`src/rtl/key_move_scheduler.sv`:
```
// key_move_scheduler
// Turns held, debounced direction keys {U,D,R,L} into one-cycle one-hot step
// requests for the position block: one immediate step on press, a hold-off of
// INIT_DELAY clocks, then auto-repeat every STEP_DIV clocks until release.
// Optional build macro: MOVE_ACCEL_EN -- after ACCEL_AFTER repeat steps the
// repeat period halves (minimum 1) until the key is released.
module key_move_scheduler #(
  parameter int CNT_W       = 24,
  parameter int INIT_DELAY  = 4000000,
  parameter int STEP_DIV    = 400000,
  parameter int ACCEL_AFTER = 32
) (
  input  logic       clk,
  input  logic       rst,
  input  logic       en,
  input  logic [3:0] keys_raw,
  output logic [3:0] keys,
  output logic       busy,
  output logic [1:0] dir
);

  typedef enum logic [1:0] {IDLE, DELAY, REPEAT} state_t;

  localparam logic [CNT_W-1:0] DELAY_LAST = CNT_W'(INIT_DELAY - 1);
  localparam logic [CNT_W-1:0] STEP_LAST  = CNT_W'(STEP_DIV - 1);

  // Reject parameter sets the counter compares cannot represent.
  if (INIT_DELAY < 1 || STEP_DIV < 1 || ACCEL_AFTER < 1 ||
      ((INIT_DELAY - 1) >> CNT_W) != 0 || ((STEP_DIV - 1) >> CNT_W) != 0) begin : g_bad_params
    $error("key_move_scheduler: INIT_DELAY/STEP_DIV/ACCEL_AFTER out of range");
  end

  state_t           state;
  logic [CNT_W-1:0] cnt;
  logic [3:0]       ks_meta;
  logic [3:0]       ks;
  logic [1:0]       pick_dir;
  logic             held;
  logic [CNT_W-1:0] rep_last;

  function automatic logic [3:0] onehot(input logic [1:0] d);
    return 4'b0001 << d;
  endfunction

  // Two-flop synchronizer for the asynchronous key levels.
  always_ff @(posedge clk) begin
    if (rst) begin
      ks_meta <= 4'b0;
      ks      <= 4'b0;
    end else begin
      // NOTE: non-blocking assignments make both stages sample the old values
      // on the same edge, giving a true two-stage pipeline.
      ks_meta <= keys_raw;
      ks      <= ks_meta;
    end
  end

  // Fixed priority U > D > R > L among the synchronized keys, and whether the
  // latched key is still down.
  always_comb begin
    // NOTE: default assignment first so every path drives pick_dir (no latch).
    pick_dir = 2'd0;
    if (ks[3])      pick_dir = 2'd3;
    else if (ks[2]) pick_dir = 2'd2;
    else if (ks[1]) pick_dir = 2'd1;
    held = ks[dir];
  end

`ifdef MOVE_ACCEL_EN
  localparam int               FAST_DIV  = ((STEP_DIV >> 1) < 1) ? 1 : (STEP_DIV >> 1);
  localparam logic [CNT_W-1:0] FAST_LAST = CNT_W'(FAST_DIV - 1);
  localparam int               RC_W      = $clog2(ACCEL_AFTER) + 1;
  localparam logic [RC_W-1:0]  ACCEL_N   = RC_W'(ACCEL_AFTER);

  logic [RC_W-1:0] rep_cnt;

  // Repeat period: slow until ACCEL_AFTER repeat steps have been emitted.
  always_comb rep_last = (rep_cnt == ACCEL_N) ? FAST_LAST : STEP_LAST;

  // Count repeat steps (saturating); cleared whenever the FSM is or goes idle.
  always_ff @(posedge clk) begin
    if (rst || !en || state == IDLE) begin
      rep_cnt <= '0;
    end else if (state == REPEAT && held && cnt == rep_last && rep_cnt != ACCEL_N) begin
      rep_cnt <= rep_cnt + 1'b1;
    end
  end
`else
  // Repeat period is fixed.
  always_comb rep_last = STEP_LAST;
`endif

  // Press / hold-off / auto-repeat state machine with registered outputs.
  always_ff @(posedge clk) begin
    if (rst) begin
      // NOTE: every state register gets a reset value; there are no memories
      // here that could legitimately be left unreset.
      state <= IDLE;
      cnt   <= '0;
      keys  <= 4'b0;
      busy  <= 1'b0;
      dir   <= 2'd0;
    end else begin
      keys <= 4'b0;
      if (!en) begin
        state <= IDLE;
        busy  <= 1'b0;
        cnt   <= '0;
      end else begin
        case (state)
          IDLE: begin
            if (ks != 4'b0) begin
              dir   <= pick_dir;
              keys  <= onehot(pick_dir);
              busy  <= 1'b1;
              cnt   <= '0;
              state <= DELAY;
            end
          end
          DELAY: begin
            if (!held) begin
              state <= IDLE;
              busy  <= 1'b0;
              cnt   <= '0;
            end else if (cnt == DELAY_LAST) begin
              keys  <= onehot(dir);
              cnt   <= '0;
              state <= REPEAT;
            end else begin
              cnt <= cnt + 1'b1;
            end
          end
          REPEAT: begin
            if (!held) begin
              state <= IDLE;
              busy  <= 1'b0;
              cnt   <= '0;
            end else if (cnt == rep_last) begin
              keys <= onehot(dir);
              cnt  <= '0;
            end else begin
              cnt <= cnt + 1'b1;
            end
          end
          default: begin
            state <= IDLE;
            busy  <= 1'b0;
            cnt   <= '0;
          end
        endcase
      end
    end
  end

endmodule
```
`config.mk`:
```
export PLATFORM = sky130hd
export DESIGN_NAME = key_move_scheduler
export DESIGN_NICKNAME = d
export VERILOG_FILES = /design/src/rtl/key_move_scheduler.sv
export SDC_FILE = /design/constraint.sdc
export NUM_CORES = 1
export LEC_CHECK = 0
export ABC_CLOCK_PERIOD_IN_PS = 4900
export BUFFER_PORTS_ARGS = -buffer_cell sky130_fd_sc_hd__buf_2
export CAP_MARGIN = 5
export CORE_ASPECT_RATIO = 1.75
export CORE_MARGIN = 2
export CORE_UTILIZATION = 63
export CTS_CLUSTER_DIAMETER = 150
export DETAILED_ROUTE_END_ITERATION = 8
export GPL_TIMING_DRIVEN = 0
export PLACE_DENSITY = 0.81
export SYNTH_ARGS = -nofsm -noshare
export SYNTH_HDL_FRONTEND = slang
export SYNTH_SLANG_ARGS = --single-unit
```
`constraint.sdc`:
```
create_clock -name clk -period 4.9 [get_ports clk]
set_clock_uncertainty 0.2 [all_clocks]
set_input_delay 0.49 -clock clk [delete_from_list [all_inputs] [get_ports clk]]
set_output_delay 0.49 -clock clk [all_outputs]
set_load 0.02 [all_outputs]
```
# After elaboration in Yosys (flattened, before gate mapping)
# Cells that the tools add are included.
[op_classes] add_sub_neg=1 multipliers=0 div_mod_pow=0 magnitude_cmp=1 eq_ne=8 shifts=2 n_mux=25 bitwise_logic=1 n_reduce_logical=7
[op_table] op="24-bit 2-to-1 mux" count=5
[op_table] op="24-bit case mux with 3 select lines" count=1
[op_table] op="24-bit by 1-bit adder with 24-bit output, second input constant" count=1
[op_table] op="24-bit by 19-bit == test with 1-bit output, second input constant" count=1
[op_table] op="24-bit by 22-bit == test with 1-bit output, second input constant" count=1
[op_table] op="4-bit 2-to-1 mux" count=5
[op_table] op="2-bit 2-to-1 mux" count=6
[op_table] op="4-bit case mux with 3 select lines" count=1
[op_table] op="1-bit by 2-bit << shifter with 4-bit output, first input constant" count=2
[op_table] op="2-bit != test, second input constant" count=3
[op_table] op="2-bit case mux with 3 select lines" count=1
[op_table] op="3-bit AND reduction" count=2
[op_table] op="1-bit 2-to-1 mux" count=4
[op_table] op="4-bit nonzero test" count=1
[op_table] op="2-bit OR reduction" count=2
[op_table] op="2-bit by 3-bit less-than comparator with 1-bit output, second input constant" count=1
[op_table] op="3-bit != test, second input constant" count=1
[op_table] op="1-bit binary-select mux with 2-bit select" count=1
[op_table] op="2-bit by 1-bit == test with 1-bit output, second input constant" count=1
[op_table] op="2-bit == test, second input constant" count=1
[op_table] op="2-bit logical NOT" count=1
[op_table] op="1-bit case mux with 2 select lines" count=1
[op_table] op="2-bit AND reduction" count=1
[op_table] op="1-bit NOT" count=1
[word_totals] regBits=41 latchBits=0 mem_bits_rw=0 romBits=0 inputBits=7 out_inout_bits=7 n_memories=0

# Logic depth before layout (Yosys ltp)
[depth] ltp_word=6 depth_mapped=8 depth_no_buf=7

# Least setup slack after synthesis
# OpenSTA, ideal clock, no wires.
[synth_path] path_kind="reg-to-reg" start="register dir[0]" end="register cnt[21]" setup_ps=69 arrival_time_ps=1900 t_required_ps=4631 setup_slack_ps=2731 path_stages_with_launch=7 path_buffers=0 synth_period_minus_slack_ps=2169 cell_sequence="dfxtp_1 -> mux4_2 -> nand2_1 -> a41o_2 -> a211o_1 -> or3_1 -> o21ai_1"
[synth_between] elab_chain_cells=4 word_cells_on_any_way=5
[synth_lines] element="start, declared" line_no="19" rtl="output logic [1:0] dir"
[synth_lines] element="start signal, assigned" line_no="113" rtl="dir <= pick_dir;"
[synth_lines] element="1-bit binary-select mux with 2-bit select *" line_no="66" rtl="held = ks[dir];"
[synth_lines] element="1-bit 2-to-1 mux (implied by the code) *" line_no="66"
[synth_lines] element="24-bit 2-to-1 mux, on equally long branches" line_no="134, 121"
[synth_lines] element="24-bit case mux with 3 select lines *" line_no="110" rtl="case (state)"
[synth_lines] element="end signal, assigned" line_no="130" rtl="cnt <= cnt + 1'b1;"
[synth_lines] element="end signal, assigned" line_no="142" rtl="cnt <= cnt + 1'b1;"
[synth_lines] element="end, declared" line_no="34" rtl="logic [CNT_W-1:0] cnt;"
# Mark *: on every way between the ends. The rest lies on a longest branch, timed or not. The select of a mux whose other input is x is not followed.
# A chain may end at the register's enable or synchronous reset.

# Worst setup path after layout
[layout_path] start="register ks[1]" end="register cnt[9]"
[layout_between] elab_chain_cells=4 word_cells_on_any_way=7
[layout_lines] element="start, declared" line_no="36" rtl="logic [3:0] ks;"
[layout_lines] element="start signal, assigned" line_no="54" rtl="ks <= ks_meta;"
[layout_lines] element="1-bit binary-select mux with 2-bit select" line_no="66"
[layout_lines] element="1-bit 2-to-1 mux (implied by the code)" line_no="66"
[layout_lines] element="24-bit 2-to-1 mux, on equally long branches" line_no="134, 121"
[layout_lines] element="24-bit case mux with 3 select lines" line_no="110"
# Parallel ways exist; a longest one is shown, timed or not. The select of a mux whose other input is x is not followed.

==> flow_metrics.tcl <==
set metrics [dict create \
    status "finished, final reports clean" \
    synthesis.area_um2 1968 \
    numPortBuffers 13 \
    crit_type "reg -> reg" \
    synth_area_per_cell_um2 8.670 \
    rsz0062_at_grt "false" \
    cp_cell_sequence "nor4_1 -> and2_1 -> clkbuf_1 -> nor2_1 -> and4_1 -> xnor2_1 -> nor2_1" \
    vias_per_cell 5.828 \
    synthCells 227 \
    fp.dieArea_um2 3605 \
    maxSlewHeadroom_pct 48.61 \
    grt_usage_pct 26.90 \
    core_um2 2960 \
    end_kind "flip-flop" \
    cp.arrival_ns 2.49 \
    pin_count 14 \
    n_antenna_cell 0 \
    worst_pin_slew_ns 0.7639 \
    fp-row-count 26 \
    start_util_pct 66.48 \
    cts_sinks 41 \
    crit_buf_inv 1 \
    antenna_found_initial 0 \
    gr-total-overflow 0 \
    drc 0 \
    max_clock_freq_ghz 0.3979 \
    synth_area_leaders "dfxtp_1 42%, nor2_1 5.3%, nand2_1 5.0%" \
    cts-root-buf "clkbuf_8" \
    slowest_stage "nor4_1" \
    hold_path_class "in -> reg" \
    setup_viol 0 \
    grt_pass1_vias 1700 \
    period_share_pct 51.29 \
    synth-seq-cells 41 \
    synth_top_cell_area_share_pct 41.70 \
    place_congestion 0.9283 \
    start_kind "flip-flop" \
    dr_total_vias 1690 \
    syn-num-nets 239 \
    synth-edff-count 0 \
    final-max-slew-violation-count 0 \
    synthFlopType "dfxtp_1" \
    grt_max_degree 14 \
    final_util_pct 73.71 \
    clk_pin_slew_ns 0.08 \
    synth_top_area_cell "dfxtp_1" \
    wl_per_cell_um 14.60 \
    clk_latency_ns 0.29 \
    cts_hold_buf 0 \
    finalHoldViolations 0 \
    drtIter0Drc 35 \
    synth_cell_types 47 \
    ys_warn_count 0 \
    cp_top_family "simple AND/OR/NAND/NOR gates" \
    cp_max_fo 9 \
    cts_tree "yes" \
    peakVddDrop_mv 0.3390 \
    postCtsSetupBuffers 0 \
    power.static_leakage_nw 0.7520 \
    cpPeakStageDelay_ns 0.68 \
    final_nets 259 \
    period_needed_ns 2.513 \
    wirelength_um 4235 \
    maxCapViolations 0 \
    synthToLayoutAreaGrowth_pct 10.87 \
    drive_above_1_share_pct 13.31 \
    post_cts_resized 0 \
    dp_hpwl_um 3173 \
    powerDensity_nw_per_um2 282.5 \
    setup_tns_ns 0 \
    clk_path_buf_depth 2 \
    dieWidth_um 46.25 \
    die_h_um 77.94 \
    ant_nets 0 \
    yosysSeqAreaShare_pct 41.70 \
    cts_buffers 5 \
    cts_max_level 2 \
    drt_pass1_iterations 4 \
    async_flop_share_pct 0 \
    grt_first_pass_wirelength_um 7169 \
    crit_top_cell "nor2_1" \
    required_ns 4.88 \
]
## per-stage QoR
step / hold slack [ns] / area [um^2] / cells / setup WS [ns] / power, mW
after detailed placement: 0.2308 / 2086 / 282 / 2.363 / 0.3927
after floorplan: 0.2138 / 1968 / 227 / 2.731 / 0.3792
after global placement: 0.2184 / 2086 / 282 / 2.414 / 0.3912
final: 0.2106 / 2182 / 290 / 2.387 / 0.6163
after global routing: 0.2040 / 2182 / 290 / 2.105 / 0.6363
after CTS: 0.2055 / 2182 / 290 / 2.331 / 0.6202
## state kept, by name, summed over array words and instances, names as in the netlist
signal   cells
ks_meta      4
state        2
dir          2
keys         4
ks           4
busy         1
cnt         24
## path summary, 6_finish.rpt
| kind | from | to | slack [ns] | depth (start not counted) |
|---|---|---|---|---|
| worst min-delay path | keys_raw[3] | ks_meta[3]$_SDFF_PP0_ | 0.21 | 2 |
| worst max register to register | ks[1]$_SDFF_PP0_ | cnt[9]$_SDFFE_PP0P_ | 2.39 | 7 |
| worst min register to register | ks_meta[2]$_SDFF_PP0_ | ks[2]$_SDFF_PP0_ | 0.24 | 1 |
| worst max-delay path | ks[1]$_SDFF_PP0_ | cnt[9]$_SDFFE_PP0P_ | 2.39 | 7 |
## metal layers
metal,wire length [um],global-route usage [%]
met5,0,0
met4,243,18.86
met3,131,4.186
met2,2284,45.83
met1,1576,27.54
## Yosys cell counts, drive strengths merged (2+ instances only)
cell type and n:
nor2b 9, and2 5, a21oi 7, nand4 7
nand3 13, nor3 2, or3 5, xor2 8
nor4 5, a211oi 3, clkbuf 4, nor2 29
and3 3, and4 3, dfxtp 41, o31ai 2
o311ai 3, o21ai 9, nand2 28, ha 5
inv 7, nand4b 2, xnor2 5, mux2i 2
o221a 2, nand2b 3
## cell type report
| type | count | area, um^2 |
|---|---|---|
| buffer | 4 | 15.01 |
| clock buffer | 6 | 82.58 |
| clock inverter | 2 | 13.76 |
| fill | 240 | 778.2 |
| inverter | 7 | 26.28 |
| multi-input combinational | 175 | 1106 |
| sequential | 41 | 820.8 |
| tap | 42 | 52.55 |
| timing repair buffer | 13 | 65.06 |
## kinds of logic (layout without fill, tap and decap cells)
family          after synthesis  count (layout)  synth area share (%)
compound gates               35              35                 12.78
simple gates                119             119                 32.29
buf+inv                      11              32                 2.098
mux                           3               3                 2.161
fa+ha+maj                     5               5                 3.179
xor+xnor                     13              13                 5.785
flops                        41              41                 41.70
## layout by cell type (no fill, tap or decap), types with 3 or more instances in the layout
| cell type | instances |
|---|---|
| xnor2_1 | 5 |
| ha_1 | 5 |
| xor2_1 | 8 |
| clkbuf_1 | 4 |
| and2_1 | 5 |
| and3_1 | 3 |
| nand3_1 | 13 |
| nor2b_1 | 9 |
| clkbuf_8 | 6 |
| or3_1 | 5 |
| and4_1 | 3 |
| nor2_1 | 28 |
| nand2b_1 | 3 |
| dfxtp_1 | 41 |
| buf_2 | 13 |
| nor4_1 | 4 |
| a21oi_1 | 7 |
| inv_1 | 7 |
| nand4_1 | 7 |
| o21ai_0 | 7 |
| nand2_1 | 26 |
## power by group
part / leakage, nW / switching [mW] / internal (mW)
logic: 0.368 / 0.0258 / 0.0148
registers: 0.333 / 0.00568 / 0.339
clock network: 0.0512 / 0.117 / 0.114
total: 0.752 / 0.149 / 0.468
(Power assumes the default switching activity.)
